$ cat config.mk
export PLATFORM = sky130hd
export DESIGN_NAME = shift_cmd_seq
export DESIGN_NICKNAME = d
export VERILOG_FILES = /design/src/rtl/shift_cmd_seq.sv
export SDC_FILE = /design/constraint.sdc
export NUM_CORES = 1
export LEC_CHECK = 0
export BUFFER_PORTS_ARGS = -buffer_cell sky130_fd_sc_hd__buf_4
export CORE_MARGIN = 2
export CORE_UTILIZATION = 64
export CTS_CLUSTER_DIAMETER = 50
export DETAILED_ROUTE_END_ITERATION = 10
export PLACE_DENSITY = 0.9
export SLEW_MARGIN = 20
export SYNTH_ARGS = -nofsm -noshare
export SYNTH_HDL_FRONTEND = slang
export SYNTH_SLANG_ARGS = --single-unit
export TNS_END_PERCENT = 10
$ cat constraint.sdc
create_clock -name clk -period 6.25 [get_ports clk]
set_input_delay 0.3125 -clock clk [delete_from_list [all_inputs] [get_ports clk]]
set_output_delay 0.3125 -clock clk [all_outputs]
set_load 0.03 [all_outputs]
$ cat src/rtl/shift_cmd_seq.sv
// Shift command sequencer: FIFO-buffered commands feed the combinational shfter; results are registered and returned in order on a valid/ready handshake.
// Optional `define SHIFT_CNT_EN adds done_cnt, a saturating count of completed result handshakes.
`timescale 1ns/1ps

module shfter (
  input  logic [15:0] src,
  input  logic [3:0]  amt,
  input  logic        rotate,
  output logic [15:0] res
);
  logic [31:0] w_dbl;

  // Upper half of the doubled operand shifted left is the left rotation.
  assign w_dbl = {src, src} << amt;
  assign res   = rotate ? w_dbl[31:16] : (src << amt);
endmodule

module shift_cmd_seq #(
  parameter int unsigned DEPTH = 4
) (
  input  logic        clk,
  input  logic        rst,
  input  logic        flush,
  input  logic        cmd_vld,
  output logic        cmd_rdy,
  input  logic [15:0] cmd_src,
  input  logic [3:0]  cmd_amt,
  input  logic        cmd_rot,
  output logic        res_vld,
  input  logic        res_rdy,
  output logic [15:0] res_out,
  output logic        busy
`ifdef SHIFT_CNT_EN
  ,
  output logic [7:0]  done_cnt
`endif
);
  localparam int unsigned AW = $clog2(DEPTH);
  localparam logic [AW:0] FULL_CNT = DEPTH[AW:0];

  typedef enum logic [1:0] {IDLE, EXEC, HOLD} state_t;

  state_t      r_state, w_next;
  logic [20:0] r_mem [DEPTH];
  logic [AW-1:0] r_wr_ptr, r_rd_ptr;
  logic [AW:0] r_count;
  logic [15:0] r_src_q;
  logic [3:0]  r_amt_q;
  logic        r_rot_q;
  logic [15:0] r_res;
  logic        w_push, w_pop, w_capture, w_hs, w_nonempty;
  logic [15:0] w_shift;

  shfter u_shfter (
    .src    (r_src_q),
    .amt    (r_amt_q),
    .rotate (r_rot_q),
    .res    (w_shift)
  );

  assign w_nonempty = (r_count != '0);
  assign cmd_rdy    = (r_count != FULL_CNT);
  assign w_push     = cmd_vld && cmd_rdy && !flush;
  assign w_hs       = (r_state == HOLD) && res_rdy && !flush;
  assign res_vld    = (r_state == HOLD);
  assign res_out    = r_res;
  assign busy       = (r_state != IDLE) || w_nonempty;

  always_comb begin
    w_next    = r_state;
    w_pop     = 1'b0;
    w_capture = 1'b0;
    unique case (r_state)
      IDLE: if (w_nonempty) begin
        w_pop  = 1'b1;
        w_next = EXEC;
      end
      EXEC: begin
        w_capture = 1'b1;
        w_next    = HOLD;
      end
      HOLD: if (res_rdy) begin
        if (w_nonempty) begin
          w_pop  = 1'b1;
          w_next = EXEC;
        end else begin
          w_next = IDLE;
        end
      end
      default: w_next = IDLE;
    endcase
    // flush overrides every transition, pop and capture in the same cycle.
    if (flush) begin
      w_next    = IDLE;
      w_pop     = 1'b0;
      w_capture = 1'b0;
    end
  end

  always_ff @(posedge clk) begin
    if (w_push) r_mem[r_wr_ptr] <= {cmd_src, cmd_amt, cmd_rot};
  end

  always_ff @(posedge clk or posedge rst) begin
    if (rst) begin
      r_state  <= IDLE;
      r_wr_ptr <= '0;
      r_rd_ptr <= '0;
      r_count  <= '0;
      r_src_q  <= '0;
      r_amt_q  <= '0;
      r_rot_q  <= 1'b0;
      r_res    <= '0;
    end else begin
      r_state <= w_next;
      if (flush) begin
        r_wr_ptr <= '0;
        r_rd_ptr <= '0;
        r_count  <= '0;
      end else begin
        if (w_push) r_wr_ptr <= r_wr_ptr + 1'b1;
        if (w_pop)  r_rd_ptr <= r_rd_ptr + 1'b1;
        unique case ({w_push, w_pop})
          2'b10:   r_count <= r_count + 1'b1;
          2'b01:   r_count <= r_count - 1'b1;
          default: r_count <= r_count;
        endcase
      end
      if (w_pop) {r_src_q, r_amt_q, r_rot_q} <= r_mem[r_rd_ptr];
      if (w_capture) r_res <= w_shift;
    end
  end

`ifdef SHIFT_CNT_EN
  logic [7:0] r_done_cnt;

  always_ff @(posedge clk or posedge rst) begin
    if (rst) begin
      r_done_cnt <= '0;
    end else if (flush) begin
      r_done_cnt <= '0;
    end else if (w_hs && (r_done_cnt != '1)) begin
      r_done_cnt <= r_done_cnt + 1'b1;
    end
  end

  assign done_cnt = r_done_cnt;
`else
  logic w_unused_hs;
  assign w_unused_hs = w_hs;
`endif
endmodule
==> summary.md, run 1 <==
| Metric | Value |
|---|---|
| Mapped Area | 5980 sq um |
| Initial Util | 65.4% |
| Final wirelength | 12.8 mm |
| Leak Pwr | 2.69 nW |
| CTS Root Cell | clkbuf_8 |
| Chip width | 101 microns |
| CTS tree | built |
| Max Slew Vio Count | 0 |
| Area growth syn-to-layout | 19.9% |
| Avg Synthesized Cell Area | 15.5 sq um |
| Fill cells | 499 |
| Sequence of cells on the critical path | nor3_2 > nor4_4 > buf_4 > and2_1 > fa_1 > nor4_1 > o2bb2ai_1 > xnor2_1 > nor2_1 |
| Class of the worst hold path | input port to register |
| GRT Util Overall | 27.7% |
| Wire length per cell | 22.2 microns |
| Post-route DRC | 0 |
| CP arrival | 2.96 ns |
| TritonCTS Buffers | 17 |
| Peak supply drop | 0.263 mV |
| Buf+Inv Stages, Crit Path | 1 |
| DIE HEIGHT | 101 microns |
| Top Ports | 45 |
| Startpoint Class | register |
| Sequential-to-total area share from yosys stat | 61.4% |
| Post-Syn Instances | 387 |
| Fmax | 0.391 GHz |
| Via count | 3,747 |
| Final Hold Viols | 0 |
| Pwr Density | 522 nW/um^2 |
| Final worst slack | 3.69 ns |
| Fraction of layout cells with a size suffix above 1 | 31.5% |
| Final Wtd Congestion | 1.00 |
| Asr flop ratio synth | 35.4% |
| FP Rows | 35 |
| Setup TNS | 0 ns |
| Starting DRT DRC Count | 310 |
| Final #Nets | 485 |
| Worst path required time | 6.65 ns |
| Clock latency on the worst-skew pair | 0.52 ns |
| Syn. warnings | 0 |
| Yosys reg bits | 130 |
| CTS sink count | 130 |
| Initial antenna violation count | 0 |
| Status | completed |
| IO buf count | 44 |
| Overflow after GRT | 0 |
| CP peak stage delay | 0.44 ns |
| Post-DR vias/cell | 6.48 |
| Delay-heaviest family, CP | simple AND/OR/NAND/NOR gates |
| Largest net degree at the start of global routing | 47 |
| Max-Cap Viols | 0 |
| DP Worst Slack | 3.73 ns |
| Worst Max-Slew Pin Slew | 1.03 ns |
| CP Class | register to register |
| Setup bufs post-CTS | 0 |
| Clock skew | 0.0115 ns |
| Endpoints failing setup | 0 |
| EDFF count, synth | 84 |
| Final HPWL DP | 7.39 mm |
| Vias in the first global route | 3,865 |
| Drt first pass iters | 5 |
| Mapped Nets | 418 |
| Minimum clock period | 2.56 ns |
| Slew headroom | 31.0% |
| Die footprint | 10,100 sq um |
| Crit Path Max Fanout | 28 |
| Slowest CP cell | dfrtp_1 |
| CORE AREA | 9150 sq um |
| Clk buf depth | 2 |
| Hold_buf cts | 22 |
| Critical Path End Type | register |
| Inserted Diodes | 0 |
| Distinct cells, synth | 51 |
| Main flop type after synthesis | edfxtp_1 |
| Clock-pin slew on the worst setup and hold paths | 0.06 ns |
| CTS resizes | 0 |
| CTS H-Tree Depth | 4 |
| First-pass GRT wire length | 20.5 mm |
| Antenna viol nets, final | 0 |
| RSZ-0062 raised after global routing | no |
| Period utilization | 40.9% |
-- synthesized netlist by cell type (6+ instances only) --
cell / n / area [sq um]
nand2_1: 25 / 93.8
nor2_1: 22 / 82.6
edfxtp_1: 84 / 2520
inv_1: 9 / 33.8
buf_2: 9 / 45.0
o21ai_0: 7 / 35.0
mux2i_1: 24 / 240
mux2_2: 21 / 236
dfrtp_1: 46 / 1150
o221ai_1: 8 / 70.1
nand3_1: 6 / 30.0
clkbuf_1: 11 / 41.3
mux4_2: 33 / 743
a21oi_1: 7 / 35.0
and2_1: 6 / 37.5
-- layout make-up --
class	count	area [sq um]	share of cell area (%)
Sequential cell	130	3670	51.2
Multi-Input combinational cell	225	2170	30.3
Timing Repair Buffer	70	581	8.09
Clock buffer	18	418	5.82
Clock inverter	14	154	2.14
Tap cell	111	139	1.94
Inverter	10	37.5	0.523
-- registers in the layout, indices dropped and copies added (netlist names) --
| register | cells |
|---|---|
| r_mem | 84 |
| r_src_q | 16 |
| res_out | 16 |
| r_amt_q | 4 |
| r_count | 3 |
| r_rd_ptr | 2 |
| r_state | 2 |
| r_wr_ptr | 2 |
| r_rot_q | 1 |
-- stage by stage --
| stage | util (%) | instance area [sq um] | hold slack, ns | power (mW) | instances |
|---|---|---|---|---|---|
| 6_report | 78.4 | 7180 | 0.0629 | 3.74 | 578 |
| 5_1_grt | 78.4 | 7180 | 0.0466 | 3.92 | 578 |
| 4_1_cts | 78.3 | 7170 | 0.0393 | 3.72 | 578 |
| 3_5_place_dp | 69.7 | 6380 | 0.484 | 2.72 | 524 |
| 3_3_place_gp | 69.7 | 6380 | 0.466 | 2.68 | 524 |
| 2_1_floorplan | - | 5980 | 0.411 | 2.36 | 387 |
-- power breakdown --
part	internal, mW	switching, mW	total (mW)
combinational	0.691	0.761	1.45
sequential	1.09	0.245	1.34
clock	0.573	0.383	0.955
total	2.35	1.39	3.74
-- placed cells by master, fill, tap and decap left out, types with 3 or more instances in the layout --
cell and n:
a21o_1 3, o22a_1 3, clkinvlp_4 4, inv_1 8, mux4_2 33, o21ai_0 7
a31oi_1 4, nand3_1 6, inv_6 4, buf_4 48, edfxtp_1 84, nor3_1 4
mux2i_1 24, o22ai_1 3, nor2_1 22, a21oi_1 7, clkinv_1 3, o221ai_1 8
mux2_2 21, o21a_1 5, and2_2 4, dfrtp_1 45, nand2_1 25, clkbuf_16 16
ha_1 4, dlygate4sd3_1 22, nand2b_1 3, a31o_2 3, xnor2_1 5
-- final timing paths --
check	slack, ns	cells past startpoint	end	from
worst max-delay path	3.69	9	r_count[2]$_DFFE_PP0P_	r_count[0]$_DFFE_PP0P_
worst min-delay path	0.06	2	r_state[1]$_DFFE_PP0P_	flush
worst max register to register	3.69	9	r_count[2]$_DFFE_PP0P_	r_count[0]$_DFFE_PP0P_
worst min register to register	0.49	1	res_out[3]$_DFFE_PP0P_	res_out[3]$_DFFE_PP0P_
max in group asynchronous	5.32	4	r_amt_q[2]$_DFFE_PP0P_	rst
min in group asynchronous	0.50	4	res_out[5]$_DFFE_PP0P_	rst
-- metal layers --
metal / share of wire, % / vias to the layer above / global-route usage (%) / routed length (microns)
li1: - / 1652 / - / -
met1: 40 / 1894 / 36.6 / 5160
met2: 50 / 169 / 43.6 / 6470
met3: 6.1 / 32 / 5.69 / 778
met4: 3.3 / 0 / 15.0 / 421
met5: 0 / - / 0 / 0
-- cells by family after synthesis --
kind of cell / after synthesis / share of synthesized area, %
and+or+nand+nor: 79 / 6.52
buffers and inverters: 32 / 2.38
muxes: 80 / 20.9
AOI/OAI and AO/OA: 55 / 6.75
xor gates and xnor gates: 6 / 0.878
DFF: 130 / 61.4
adders and majority gates: 5 / 1.17
Power figures use the tool's default switching activity.
==> inputs of run 2 (changes only) <==
--- a/config.mk
+++ b/config.mk
@@ -7,10 +7,10 @@
 export LEC_CHECK = 0
 export BUFFER_PORTS_ARGS = -buffer_cell sky130_fd_sc_hd__buf_4
 export CORE_MARGIN = 2
-export CORE_UTILIZATION = 64
+export CORE_UTILIZATION = 60
 export CTS_CLUSTER_DIAMETER = 50
 export DETAILED_ROUTE_END_ITERATION = 10
-export PLACE_DENSITY = 0.9
+export PLACE_DENSITY = 0.86
 export SLEW_MARGIN = 20
 export SYNTH_ARGS = -nofsm -noshare
 export SYNTH_HDL_FRONTEND = slang
==> constraint.sdc (replaced) <==
create_clock -name clk -period 2.5 [get_ports clk]
set_input_delay 0.125 -clock clk [delete_from_list [all_inputs] [get_ports clk]]
set_output_delay 0.125 -clock clk [all_outputs]
set_load 0.03 [all_outputs]
==> summary.md, run 2 (synthesis gave the netlist of run 1 again) <==
| Metric | Value |
|---|---|
| Seq pwr share | 34.8% |
| Post-route DRC | 0 |
| Largest register by flop count | r_mem |
| Sw Ratio | 37.7% |
| FF-to-FF Start | r_count[0]$_DFFE_PP0P_ |
| Max Slew Vio Count | 0 |
| Pwr Density | 1280 nW/um^2 |
| Max reg flops | 84 |
| Fill cells | 568 |
| Worst Reg-to-Reg Cells | 8 |
| Hold_sp | cmd_src[9] |
| Clock latency on the worst-skew pair | 0.52 ns |
| Max-Cap Viols | 0 |
| CORE AREA | 9730 sq um |
| Final wirelength | 12.5 mm |
| Final HPWL DP | 7.69 mm |
| Drt first pass iters | 4 |
| Initial antenna violation count | 0 |
| Final Hold Viols | 0 |
| Clk buf depth | 2 |
| Via count | 3,729 |
| Crit Path Max Fanout | 5 |
| Endpoints failing setup | 0 |
| Switching power total | 3.52 mW |
| Post-DR vias/cell | 6.07 |
| Fraction of layout cells with a size suffix above 1 | 32.4% |
| Comb power frac | 40.0% |
| Class of the worst hold path | input port to register |
| Cell area after layout | 7310 sq um |
| CTS tree | built |
| Critical Path End Type | register |
| IO buf count | 44 |
| Status | completed |
| DIE HEIGHT | 104 microns |
| Peak supply drop | 0.584 mV |
| TritonCTS Buffers | 17 |
| Overflow after GRT | 0 |
| Register Area | 3670 sq um |
| Int Power | 5.81 mW |
| Reg2reg setup slack | 0.20 ns |
| Vias in the first global route | 3,854 |
| Worst Max-Slew Pin Slew | 0.944 ns |
| CTS resizes | 0 |
| Chip width | 104 microns |
| Setup TNS | 0 ns |
| DP Area | 6490 sq um |
| Clock share of power | 25.2% |
| FF-to-FF End | r_count[2]$_DFFE_PP0P_ |
| First-pass GRT wire length | 20.3 mm |
| Period utilization | 92.0% |
| Clock skew | 0.0116 ns |
| Worst hold margin | 0.348 ns |
| Hold EP | r_mem[3][14]$_DFFE_PP_ |
| Worst path required time | 2.90 ns |
| Area growth syn-to-layout | 22.2% |
| Leak Pwr | 2.78 nW |
| Initial Util | 61.5% |
| Fmax | 0.435 GHz |
| Final #Nets | 499 |
| Area of the multi-input gates | 2170 sq um |
| Startpoint Class | register |
| Clock-pin slew on the worst setup and hold paths | 0.07 ns |
| CTS Root Cell | clkbuf_8 |
| Largest net degree at the start of global routing | 47 |
| CP arrival | 2.70 ns |
| CTS sink count | 130 |
| Minimum clock period | 2.30 ns |
| Top Ports | 45 |
| Die footprint | 10,800 sq um |
| Starting DRT DRC Count | 332 |
| RSZ-0062 raised after global routing | no |
| Wire length per cell | 20.4 microns |
| Inserted Diodes | 0 |
| Slew headroom | 37.0% |
| FP Rows | 36 |
| CTS H-Tree Depth | 4 |
| Worst hold path stage count | 2 |
| GRT Util Overall | 24.8% |
| Most common cell after layout, fill and taps aside | edfxtp_1 |
| Antenna viol nets, final | 0 |
| Final Wtd Congestion | 0.943 |
| Most frequent cells in the layout | edfxtp_1, buf_4, dfrtp_1 |
| CP Class | register to register |
## run 2: cell types whose count changed in the layout (fill, tap and decap cells not counted), sizes merged
cell | previous run | this run
buf | 48 | 59
inv | 13 | 20
clkinvlp | 4 | 0
dlygate4sd3 | 22 | 25
bufinv | 2 | 0
clkbuf | 18 | 17
## run 2: per-stage QoR
stage / setup WS, ns / cells / utilization [%] / power [mW]
4_1_cts: 0.234 / 614 / 75.1 / 9.31
3_3_place_gp: 0.354 / 557 / 66.7 / 6.75
5_1_grt: 0.0884 / 614 / 75.1 / 9.77
3_5_place_dp: 0.250 / 557 / 66.7 / 6.88
6_report: 0.201 / 614 / 75.1 / 9.32
2_1_floorplan: 0.170 / 387 / - / 5.89
## run 2: repair_timing
| item | CTS | global route |
|---|---|---|
| hold buffers | 25 | 0 |
| hold endpoints to repair | 138 | 0 |
| buffers inserted | 0 | 0 |
## run 2: power groups by stage
stage,Combinational (mW),Sequential (mW),Clock (mW)
2_1_floorplan,2.64,3.25,0
3_3_place_gp,3.52,3.23,0
3_5_place_dp,3.62,3.27,0
4_1_cts,3.71,3.23,2.37
5_1_grt,3.99,3.31,2.47
6_report,3.73,3.25,2.34
## run 2: worst max path at each step
stage | from | endpoint | slack, ns | cells past startpoint
finish | r_count[0]$_DFFE_PP0P_ | r_count[2]$_DFFE_PP0P_ | 0.20 | 8
global route | r_count[0]$_DFFE_PP0P_ | r_count[2]$_DFFE_PP0P_ | 0.09 | 8
CTS | r_count[0]$_DFFE_PP0P_ | r_count[2]$_DFFE_PP0P_ | 0.23 | 8
detailed placement | r_count[0]$_DFFE_PP0P_ | r_count[2]$_DFFE_PP0P_ | 0.25 | 8
global placement | r_amt_q[1]$_DFFE_PP0P_ | res_out[0]$_DFFE_PP0P_ | 0.35 | 4
floorplan | r_count[0]$_DFFE_PP0P_ | r_count[2]$_DFFE_PP0P_ | 0.17 | 9
## run 2: final cells by class
| cell class | count | area share (%) |
|---|---|---|
| Clock buffer | 17 | 5.67 |
| Clock inverter | 15 | 2.16 |
| Inverter | 10 | 0.514 |
| Multi-Input combinational cell | 225 | 29.6 |
| Sequential cell | 130 | 50.3 |
| Tap cell | 133 | 2.28 |
| Timing Repair Buffer | 84 | 9.48 |
## run 2: per-layer routing
metal	vias up	GRT usage, %	part of all wire [%]
li1	1674	-	-
met1	1858	32.0	40
met2	168	40.9	52
met3	29	6.27	6.1
met4	0	10.0	2.0
met5	-	0	0
## run 2: critical path, cell delays in order (launching register included)
cell and delay (ns):
dfrtp_1 0.44, nor3_2 0.42, nor4_4 0.09, and2_1 0.19, fa_1 0.39, nor4_1 0.29
o2bb2ai_1 0.17, xnor2_1 0.14, nor2_1 0.06
